[src/rtl/idt_cfg_ctrl.sv]
// Serial configuration sequencer for an IDT clock synthesizer (sclk/data/strobe).
// Takes one 24-bit word per handshake, shifts it MSB-first, strobes, then waits for the PLL to settle.
module idt_cfg_ctrl #(
  parameter int          CLK_DIV    = 4,
  parameter int          STROBE_CYC = 8,
  parameter int          SETTLE_CYC = 1024,
  parameter bit          AUTO_START = 1'b1,
  parameter logic [23:0] INIT_CFG   = 24'h2B0404
) (
  input  logic        osc_clk,
  input  logic        osc_reset,
  input  logic        cfg_valid,
  input  logic [23:0] cfg_word,
  output logic        cfg_ready,
  output logic        busy,
  output logic        done,
  output logic        locked,
  output logic        idt_sclk,
  output logic        idt_data,
  output logic        idt_strobe
);

  localparam int HALF_W = (CLK_DIV    > 1) ? $clog2(CLK_DIV)    : 1;
  localparam int STB_W  = (STROBE_CYC > 1) ? $clog2(STROBE_CYC) : 1;
  localparam int SET_W  = (SETTLE_CYC > 1) ? $clog2(SETTLE_CYC) : 1;

  localparam logic [HALF_W-1:0] HALF_LAST = HALF_W'(CLK_DIV - 1);
  localparam logic [STB_W-1:0]  STB_LAST  = STB_W'(STROBE_CYC - 1);
  localparam logic [SET_W-1:0]  SET_LAST  = SET_W'(SETTLE_CYC - 1);

  typedef enum logic [1:0] {
    IDLE,
    SHIFT,
    STROBE,
    SETTLE
  } state_t;

  state_t              state;
  logic                auto_pend;
  // Bit 23 goes straight to idt_data on accept; only the remaining 23 bits are held.
  logic [22:0]         shreg;
  logic [4:0]          bit_cnt;
  logic [HALF_W-1:0]   half_cnt;
  logic                phase;
  logic [STB_W-1:0]    stb_cnt;
  logic [SET_W-1:0]    set_cnt;

  always_ff @(posedge osc_clk) begin
    if (osc_reset) begin
      state      <= IDLE;
      auto_pend  <= AUTO_START;
      shreg      <= '0;
      bit_cnt    <= '0;
      half_cnt   <= '0;
      phase      <= 1'b0;
      stb_cnt    <= '0;
      set_cnt    <= '0;
      cfg_ready  <= 1'b0;
      busy       <= 1'b0;
      done       <= 1'b0;
      locked     <= 1'b0;
      idt_sclk   <= 1'b0;
      idt_data   <= 1'b0;
      idt_strobe <= 1'b0;
    end else begin
      done <= 1'b0;
      case (state)
        IDLE: begin
          // The power-up word takes the place of a handshake on the first cycle out of reset.
          if (auto_pend || (cfg_valid && cfg_ready)) begin
            auto_pend <= 1'b0;
            state     <= SHIFT;
            shreg     <= auto_pend ? INIT_CFG[22:0] : cfg_word[22:0];
            idt_data  <= auto_pend ? INIT_CFG[23]   : cfg_word[23];
            idt_sclk  <= 1'b0;
            bit_cnt   <= '0;
            half_cnt  <= '0;
            phase     <= 1'b0;
            cfg_ready <= 1'b0;
            busy      <= 1'b1;
            locked    <= 1'b0;
          end else begin
            cfg_ready <= 1'b1;
          end
        end

        SHIFT: begin
          if (half_cnt == HALF_LAST) begin
            half_cnt <= '0;
            if (!phase) begin
              phase    <= 1'b1;
              idt_sclk <= 1'b1;
            end else if (bit_cnt == 5'd23) begin
              state      <= STROBE;
              stb_cnt    <= '0;
              idt_sclk   <= 1'b0;
              idt_data   <= 1'b0;
              idt_strobe <= 1'b1;
            end else begin
              phase    <= 1'b0;
              bit_cnt  <= bit_cnt + 5'd1;
              idt_sclk <= 1'b0;
              idt_data <= shreg[22];
              shreg    <= {shreg[21:0], 1'b0};
            end
          end else begin
            half_cnt <= half_cnt + HALF_W'(1);
          end
        end

        STROBE: begin
          if (stb_cnt == STB_LAST) begin
            state      <= SETTLE;
            set_cnt    <= '0;
            idt_strobe <= 1'b0;
          end else begin
            stb_cnt <= stb_cnt + STB_W'(1);
          end
        end

        SETTLE: begin
          if (set_cnt == SET_LAST) begin
            state     <= IDLE;
            done      <= 1'b1;
            locked    <= 1'b1;
            cfg_ready <= 1'b1;
            busy      <= 1'b0;
          end else begin
            set_cnt <= set_cnt + SET_W'(1);
          end
        end

        default: state <= IDLE;
      endcase
    end
  end

endmodule

[config.mk]
export PLATFORM = sky130hd
export DESIGN_NAME = idt_cfg_ctrl
export DESIGN_NICKNAME = d
export VERILOG_FILES = /design/src/rtl/idt_cfg_ctrl.sv
export SDC_FILE = /design/constraint.sdc
export NUM_CORES = 1
export LEC_CHECK = 0
export ABC_AREA = 1
export CORE_ASPECT_RATIO = 0.7
export CORE_MARGIN = 5
export CORE_UTILIZATION = 55
export CTS_BUF_LIST = sky130_fd_sc_hd__clkbuf_4
export CTS_CLUSTER_DIAMETER = 30
export DETAILED_ROUTE_END_ITERATION = 10
export PLACE_DENSITY = 0.79
export SLEW_MARGIN = 20
export SYNTH_ARGS = -nofsm -noshare
export SYNTH_HDL_FRONTEND = slang
export SYNTH_SLANG_ARGS = --single-unit
[constraint.sdc]
create_clock -name osc_clk -period 2.34 [get_ports osc_clk]
set_input_delay 0.351 -clock osc_clk [delete_from_list [all_inputs] [get_ports osc_clk]]
set_output_delay 0.351 -clock osc_clk [all_outputs]
set_load 0.05 [all_outputs]
* After elaboration in Yosys (flattened, before gate mapping)
Index checks and enable logic that the tools add are counted.
Operators by class: $add $sub $neg 4, $mul 0, div/mod/pow operators 0, magnitude comparators 0, equality and inequality tests 16, shift operators 0, multiplexer cells 56, bitwise logic cells 1, reduce and logical (&&, ||, !) cells 19
Operators by type and width (count):
- $mux W23 | 5
- $pmux W23 S2 | 1
- $mux W1 | 20
- $mux W10 | 2
- $mux W5 | 4
- $pmux W10 S2 | 1
- $ne A2 B2 Y1 const B | 9
- $mux W2 | 8
- $reduce_and A5 Y1 | 3
- $pmux W1 S2 | 7
- $mux W3 | 4
- $add A10 B1 Y10 const B | 1
- $eq A10 B10 Y1 const B | 1
- $pmux W5 S2 | 1
- $reduce_and A3 Y1 | 3
- $pmux W2 S4 | 1
- $reduce_bool A2 Y1 | 4
- $eq A2 B2 Y1 const B | 3
- $pmux W3 S2 | 1
- $reduce_and A2 Y1 | 3
- $reduce_and A6 Y1 | 1
- $add A5 B1 Y5 const B | 1
- $eq A5 B5 Y1 const B | 1
- $pmux W2 S2 | 1
- other kinds (10) | 10
Word-level totals: bits in registers 54, bits in latches 0, memory bits (writable) 0, ROM bits 0, input bits 27, output and inout bits 7, word-level logic and storage cells 111, memories 0

* Depth between registers and ports, before layout
Gate-level depths: netlist of run 1.
depth in word-level cells 5, depth in mapped cells 11, depth with buffers taken out 10

* Worst setup path before layout of run 1
OpenSTA, ideal clock, no wires.
kind register to register, start point reg state[0], end point reg shreg[16], setup time 113 ps, arrival 1466 ps, required time 2227 ps, setup slack 761 ps, cell stages (with the launch flop) 12, buffers on the path 1, clock period less this slack 1579 ps, path through dfxtp_1 inv_1 ha_1 inv_1 nor2_1 a21oi_1 nor2_4 nand2_2 buf_2 nor2_1 nand2_1 nand2_1
Between the ends: cells in the longest elaborated chain, start to end 3, elaborated cells on any way between the ends 9, those cells by class 5 x eq/ne; 1 x mux; 3 x reduce/logical
RTL lines:
- start: declaration | line 38 | state_t state;
- start signal: assignment | line 50 | state <= IDLE;
- start signal: assignment | line 72 | state <= SHIFT;
- start signal: assignment | line 94 | state <= STROBE;
- $eq A2 B1 Y1 or $logic_not A2 Y1 (tied branches) | line 67 | case (state)
- $ne A2 B2 Y1 (no source line) or $reduce_bool A2 Y1 (tied branches)
- $reduce_and A5 Y1 (no source line)
- end signal: assignment | line 73 | shreg <= auto_pend ? INIT_CFG[22:0] : cfg_word[22:0];
- end signal: assignment | line 104 | shreg <= {shreg[21:0], 1'b0};
- end: declaration | line 41 | logic [22:0] shreg;
Parallel ways exist; a longest one is shown, timed or not. A chain may end at the register's enable or synchronous reset.

* Worst setup path after layout of run 1
start point reg state[1], end point reg shreg[13]
Same word-level chain as after synthesis.

==> results of run 1 <==
## worst max-delay path by stage
stage / startpoint / to / slack (ns) / cells after the start
detailed placement: cfg_valid / shreg[6] / 0.26 / 9
global placement: cfg_valid / shreg[5] / 0.34 / 9
floorplan: state[0] / shreg[16] / 0.76 / 11
global route: state[1] / bit_cnt[4] / 0.15 / 9
CTS: state[1] / shreg[6] / 0.33 / 9
finish: state[1] / shreg[13] / 0.32 / 9
## cell families (layout without fill, tap and decap cells)
group / Yosys count / after routing / synth area share, %
buffers and inverters: 56 / 85 / 9.07
DFF: 54 / 54 / 38.4
adders and majority gates: 10 / 10 / 4.45
AOI/OAI and AO/OA: 72 / 72 / 15.7
and+or+nand+nor: 209 / 209 / 32.4
## critical path, delay by kind of cell, from the launching register on
family        cells  cell delay (ns)
fa+ha+maj         1             0.24
buf+inv           2             0.45
flops             1             0.40
simple gates      6             0.88
## through the flow
stage / setup slack, ns / util [%] / power (µW) / instance area, µm² / instances
after detailed placement: 0.265 / 65.4 / 2920 / 3180 / 492
after global placement: 0.336 / 65.4 / 2870 / 3180 / 492
final: 0.319 / 66.8 / 3410 / 3250 / 499
after global routing: 0.151 / 66.8 / 3700 / 3250 / 499
after CTS: 0.327 / 66.8 / 3420 / 3250 / 499
after floorplan: 0.761 / - / 2580 / 2810 / 401
## routing by layer
metal | track usage, % | part of all wire, %
met2 | 30.6 | 45
met4 | 3.79 | 0.52
met3 | 4.12 | 5.4
met5 | 0 | 0
met1 | 28.7 | 49
## power by group
| part | internal (µW) | total [µW] | switching [µW] |
|---|---|---|---|
| logic | 601 | 1660 | 1060 |
| clock network | 217 | 506 | 289 |
| registers | 1120 | 1240 | 124 |
## cells in the final DEF, fill, tap and decap left out, types with 3 or more instances in the layout
| cell type | instances |
|---|---|
| sky130_fd_sc_hd__o21ai_0 | 6 |
| sky130_fd_sc_hd__nand2_1 | 75 |
| sky130_fd_sc_hd__clkdlybuf4s50_1 | 33 |
| sky130_fd_sc_hd__clkbuf_4 | 5 |
| sky130_fd_sc_hd__inv_1 | 28 |
| sky130_fd_sc_hd__a22o_1 | 16 |
| sky130_fd_sc_hd__a21oi_1 | 19 |
| sky130_fd_sc_hd__nor2_4 | 3 |
| sky130_fd_sc_hd__nand4_1 | 7 |
| sky130_fd_sc_hd__o21ai_1 | 21 |
| sky130_fd_sc_hd__buf_4 | 9 |
| sky130_fd_sc_hd__nor3_1 | 5 |
| sky130_fd_sc_hd__ha_1 | 10 |
| sky130_fd_sc_hd__nor2_1 | 74 |
| sky130_fd_sc_hd__nand3_1 | 38 |
| sky130_fd_sc_hd__dfxtp_1 | 54 |
| sky130_fd_sc_hd__inv_2 | 6 |
| sky130_fd_sc_hd__clkinv_1 | 3 |
| sky130_fd_sc_hd__o22ai_1 | 4 |
## flip-flops by register name, summed over array words and instances, names as in the netlist
register	count
idt_strobe	1
set_cnt	10
cfg_ready	1
idt_sclk	1
locked	1
stb_cnt	3
shreg	23
phase	1
idt_data	1
bit_cnt	5
done	1
busy	1
state	2
half_cnt	2
auto_pend	1
## layout make-up
cell class	instances	area share (%)
clock inverter	2	1.04
inverter	36	4.16
tap	69	2.66
sequential	54	33.3
clock buffer	5	1.16
timing repair buffer	42	12.2
multi-input combinational	291	45.5
==> impl_metrics.py, run 1 <==
metrics = {
    "outcome": {
        "run_status": "complete, no violations",
    },
    "worst_hold_path": {
        "hold_path_end": "set_cnt[6]",
        "worstHoldStart": "set_cnt[6]",
        "worst_hold_path_type": "reg2reg",
        "whs_path_depth": 2,
    },
    "synthesis": {
        "yosys-top-cells-count": "sky130_fd_sc_hd__nand2_1 (75), sky130_fd_sc_hd__nor2_1 (74), sky130_fd_sc_hd__dfxtp_1 (54)",
        "synth.top_cell.area_share_pct": 38.4,
        "synth_flop_cell": "sky130_fd_sc_hd__dfxtp_1",
        "mappedNetlistNets": 438,
        "synthesis.area_per_instance_um2": 7.02,
        "synth_enable_flop_cells": 0,
        "yosysTopAreaCell": "sky130_fd_sc_hd__dfxtp_1",
        "synth_seq_cells": 54,
        "post_synth_inst_count": 401,
        "ys_seq_area_share_pct": 38.4,
        "yosysMostFrequentCell": "sky130_fd_sc_hd__nand2_1",
        "synth-async-reset-ratio_pct": 0,
        "synthesis.area_mm2": 0.00281,
        "yosys_warnings": 0,
        "ys_types": 29,
        "synthTopCellsByArea": "sky130_fd_sc_hd__dfxtp_1 (38%), sky130_fd_sc_hd__nand2_1 (10%), sky130_fd_sc_hd__nor2_1 (9.9%)",
    },
    "die": {
        "pin_count": 34,
        "fp.dieH_um": 69.8,
        "floorplan.die_area_mm2": 0.00667,
        "core-area_mm2": 0.00486,
        "floorplan.rows": 21,
        "die_w_um": 95.5,
        "floorplan.initialDensity_pct": 57.9,
    },
    "pwr": {
        "static-leakage-power_uw": 0.00138,
        "maximum_ir_drop_on_the_vdd_rail_mv": 0.630,
        "power.density_cell_area_mw_per_mm2": 1050,
    },
    "sta": {
        "final-hold-violation-count": 0,
        "slew_headroom_pct": 61.3,
        "grt_setup_unrepaired": "false",
        "fin_hold_ws_ns": 0.463,
        "finalWorstPathRequiredPeriod_ns": 2.02,
        "worstMarginPinSlew_ns": 0.581,
        "maxSlewViolCount": 0,
        "maxClockFrequency_ghz": 0.495,
        "skew_ns": 0.0194,
        "final-setup-viol-count": 0,
        "tns_ns": 0,
        "share_of_the_clock_period_used_by_the_worst_path_after_layout_pct": 86.4,
    },
    "critical_path": {
        "timing.rr.start": "state[1]",
        "crit_path_max_fanout": 21,
        "cp_slowest_stage_delay_ns": 0.40,
        "timing.critical_path.cells": "inv_1 -> ha_1 -> nand2_1 -> nand2_1 -> nor2_4 -> nand2_2 -> inv_2 -> nor2_1 -> nor2_1",
        "rr_worst_depth": 9,
        "end_kind": "flip-flop",
        "slowest_stage": "sky130_fd_sc_hd__dfxtp_1",
        "critical_path.reg2reg.endpoint": "shreg[13]",
        "r2r_slack_ns": 0.32,
        "cp-start-kind": "flip-flop",
        "critical_path_arrival_ns": 2.33,
        "cp.required_ns": 2.65,
        "path_class": "reg2reg",
    },
    "clock_tree": {
        "clockBufferDepth": 2,
        "clock_tree.root_cell": "sky130_fd_sc_hd__clkbuf_4",
        "worstSkewPairLatency_ns": 0.37,
        "postCtsResizedCells": 0,
        "cts.sinks": 54,
        "numCtsBuffers": 5,
        "tritoncts_clock_tree": "done",
        "cts_stage_hold_buffer_count": 0,
        "cts_htree_levels": 2,
        "postCtsSetupBuffers": 0,
        "clk_pin_slew_ns": 0.16,
    },
    "routing": {
        "wl_per_cell_um": 12.6,
        "ant_nets": 0,
        "drt_drc_violations_left": 0,
        "vias_per_cell": 5.31,
        "routed-via-count": 2649,
        "drt_iter0_drc": 105,
        "finalWirelength_um": 6310,
        "drt-pass1-iter-count": 4,
    },
    "global_routing": {
        "number_of_global_route_vias_before_repair": 2340,
        "track_usage_pct": 19.9,
        "grt_overflow_total": 0,
        "wire_length_of_the_first_global_routing_pass_um": 10800,
        "grt_start_max_net_pins": 44,
        "number_of_antenna_violations_at_the_first_check_in_global_routing": 0,
    },
    "final_layout": {
        "antenna-diode-count": 0,
        "post_route_cells_drive_above_1_share_pct": 6.51,
        "multi_input_comb_area_mm2": 0.00148,
        "area_growth_pct": 15.5,
        "num-fill-cells": 434,
        "ff_latch_area_mm2": 0.00108,
        "layout.nets": 467,
    },
    "job": {
        "drv_cap": 0,
    },
    "placement": {
        "gp_congestion": 0.901,
        "port_buffers": 33,
        "dp.final_hpwl_um": 4440,
    },
}
(Power assumes the default switching activity.)
==> run 2: changes to the inputs <==
CORE_UTILIZATION = 52   (was 55)
PLACE_DENSITY = 0.89   (was 0.79)
clock period = 1.65 ns   (was 2.34 ns; I/O delays follow)
==> run 2 against run 1 <==
  * Worst hold slack improved by 0.00051 ns
  * Clock-buffer cell count rose by 1
  * Total power rose by 64%
  * Cell count rose by 5.6%
  * Global-route usage fell by 0.10 points
  * First-iteration DRC count rose to 2.7 times the previous value
  * Die area rose by 5.0%
  * Non-clock buffer count rose by 24
  * Fmax rose by 24%
  * Combinational power rose by 94%
  * Critical path type unchanged
  * Largest power group unchanged
  * Via count rose by 8.9%
==> impl_metrics.py, run 2 (same netlist as run 1, synthesis figures left out) <==
metrics = {
    "routing": {
        "wl_per_cell_um": 14.7,
        "drt_iter0_drc": 288,
        "finalWirelength_um": 7760,
        "vias_per_cell": 5.47,
        "drt-pass1-iter-count": 5,
        "routed-via-count": 2884,
        "drt_drc_violations_left": 0,
        "ant_nets": 0,
    },
    "critical_path": {
        "crit_path_max_fanout": 10,
        "path_class": "reg2reg",
        "r2r_slack_ns": 0.02,
        "startpoint": "state[0]",
        "crit_path_end": "shreg[0]",
        "rr_worst_depth": 11,
        "critical_path_arrival_ns": 1.91,
        "cp.required_ns": 1.93,
        "timing.rr.start": "state[0]",
        "critical_path.reg2reg.endpoint": "shreg[0]",
        "cp-start-kind": "flip-flop",
        "end_kind": "flip-flop",
    },
    "die": {
        "floorplan.die_area_mm2": 0.00701,
        "die_w_um": 97.9,
        "floorplan.rows": 22,
        "floorplan.initialDensity_pct": 53.5,
        "pin_count": 34,
        "fp.dieH_um": 71.5,
        "core-area_mm2": 0.00526,
    },
    "final_layout": {
        "layout.cells.most_common_list": "sky130_fd_sc_hd__nor2_1 (72), sky130_fd_sc_hd__nand2_1 (69), sky130_fd_sc_hd__dfxtp_1 (49)",
        "layout.core_utilization_pct": 68.2,
        "final_common_cell": "sky130_fd_sc_hd__nor2_1",
        "num-fill-cells": 400,
        "largest_reg_flops": 23,
        "layout.nets": 491,
        "reg_top3": "shreg (23), set_cnt (10), bit_cnt (5)",
        "stdcell_area_mm2": 0.00359,
        "area_growth_pct": 27.4,
        "largest_register": "shreg",
        "post_route_cells_drive_above_1_share_pct": 18.5,
        "antenna-diode-count": 0,
    },
    "clock_tree": {
        "clock_tree.root_cell": "sky130_fd_sc_hd__clkbuf_4",
        "cts.sinks": 54,
        "numCtsBuffers": 5,
        "clk_pin_slew_ns": 0.16,
        "clockBufferDepth": 2,
        "worstSkewPairLatency_ns": 0.38,
        "cts_htree_levels": 2,
        "tritoncts_clock_tree": "done",
        "cts_stage_hold_buffer_count": 0,
    },
    "global_routing": {
        "grt_start_max_net_pins": 44,
        "grt_overflow_total": 0,
        "track_usage_pct": 19.8,
        "wire_length_of_the_first_global_routing_pass_um": 11500,
        "grt.met2_usage_pct": 31.8,
        "groute.layer.met1.usage_pct": 26.6,
        "grt_most_used_layer": "met2",
        "number_of_global_route_vias_before_repair": 2540,
        "number_of_antenna_violations_at_the_first_check_in_global_routing": 0,
        "grtUsageMet3_pct": 4.28,
    },
    "placement": {
        "detailedPlace.worstSlack_ns": -0.0670,
        "detailed_place.area_mm2": 0.00336,
        "dp.final_hpwl_um": 4960,
        "gp_congestion": 0.831,
        "port_buffers": 33,
    },
    "sta": {
        "final-setup-viol-count": 0,
        "share_of_the_clock_period_used_by_the_worst_path_after_layout_pct": 98.6,
        "maxSlewViolCount": 0,
        "final-hold-violation-count": 0,
        "worstMarginPinSlew_ns": 0.313,
        "fin_hold_ws_ns": 0.463,
        "maxClockFrequency_ghz": 0.614,
        "finalWorstPathRequiredPeriod_ns": 1.63,
        "slew_headroom_pct": 79.0,
        "final.setup.worst_slack_ns": 0.0227,
        "skew_ns": 0.0169,
    },
    "job": {
        "drv_cap": 0,
    },
    "pwr": {
        "power.density_cell_area_mw_per_mm2": 1560,
        "power_uw": 5590,
        "maximum_ir_drop_on_the_vdd_rail_mv": 0.742,
        "static-leakage-power_uw": 0.00154,
    },
    "outcome": {
        "run_status": "complete, no violations",
    },
    "worst_hold_path": {
        "worstHoldStart": "set_cnt[6]",
        "worst_hold_path_type": "reg2reg",
    },
}
## run 2: repair_timing
action	in CTS	in global routing
buffers inserted	0	3
gates cloned	0	2
pin swaps	0	5
endpoints found under the setup margin	29	47
gates resized for setup	4	25
## run 2: through the flow
step | TNS, ns | instances
after CTS | 0 | 522
final | 0 | 527
after detailed placement | -0.303 | 514
after floorplan | 0 | 401
after global routing | -0.616 | 527
after global placement | 0 | 514
## run 2: worst min path at each step
stage                       endpoint  cells after the start
after floorplan           set_cnt[6]                      2
after detailed placement  set_cnt[6]                      2
final                     set_cnt[6]                      2
after global placement    set_cnt[6]                      2
after global routing      set_cnt[6]                      2
after CTS                 set_cnt[6]                      2
## run 2: layout make-up
cell class                      instances  area, µm²  share of cell area (%)
Inverter                               36        138                    3.84
Timing Repair Buffer                   66        658                    18.4
Tap cell                               72       90.1                    2.51
Clock buffer                            6       45.0                    1.26
Multi-Input combinational cell        291       1560                    43.5
Clock inverter                          2       8.76                   0.244
Sequential cell                        54       1090                    30.3
## run 2: layer usage
layer | up-vias | part of all wire (%)
li1 | 1433 | -
met1 | 1310 | 44
met2 | 121 | 46
met3 | 20 | 7.5
met4 | 0 | 2.2
met5 | - | 0
## run 2: report_power, final
group / switching, µW / internal (µW) / total [µW]
clock: 416 / 178 / 594
sequential: 189 / 1600 / 1780
combinational: 1830 / 1390 / 3220
total: 2440 / 3160 / 5590
## run 2: worst max-delay path: stages (launching register included)
cell	delay, ns
sky130_fd_sc_hd__dfxtp_2	0.40
sky130_fd_sc_hd__inv_2	0.09
sky130_fd_sc_hd__ha_4	0.18
sky130_fd_sc_hd__inv_1	0.07
sky130_fd_sc_hd__nor2_1	0.06
sky130_fd_sc_hd__a21oi_2	0.17
sky130_fd_sc_hd__nor2_4	0.06
sky130_fd_sc_hd__nand2_4	0.10
sky130_fd_sc_hd__inv_4	0.06
sky130_fd_sc_hd__clkbuf_16	0.16
sky130_fd_sc_hd__nor2_1	0.13
sky130_fd_sc_hd__nor2_1	0.07
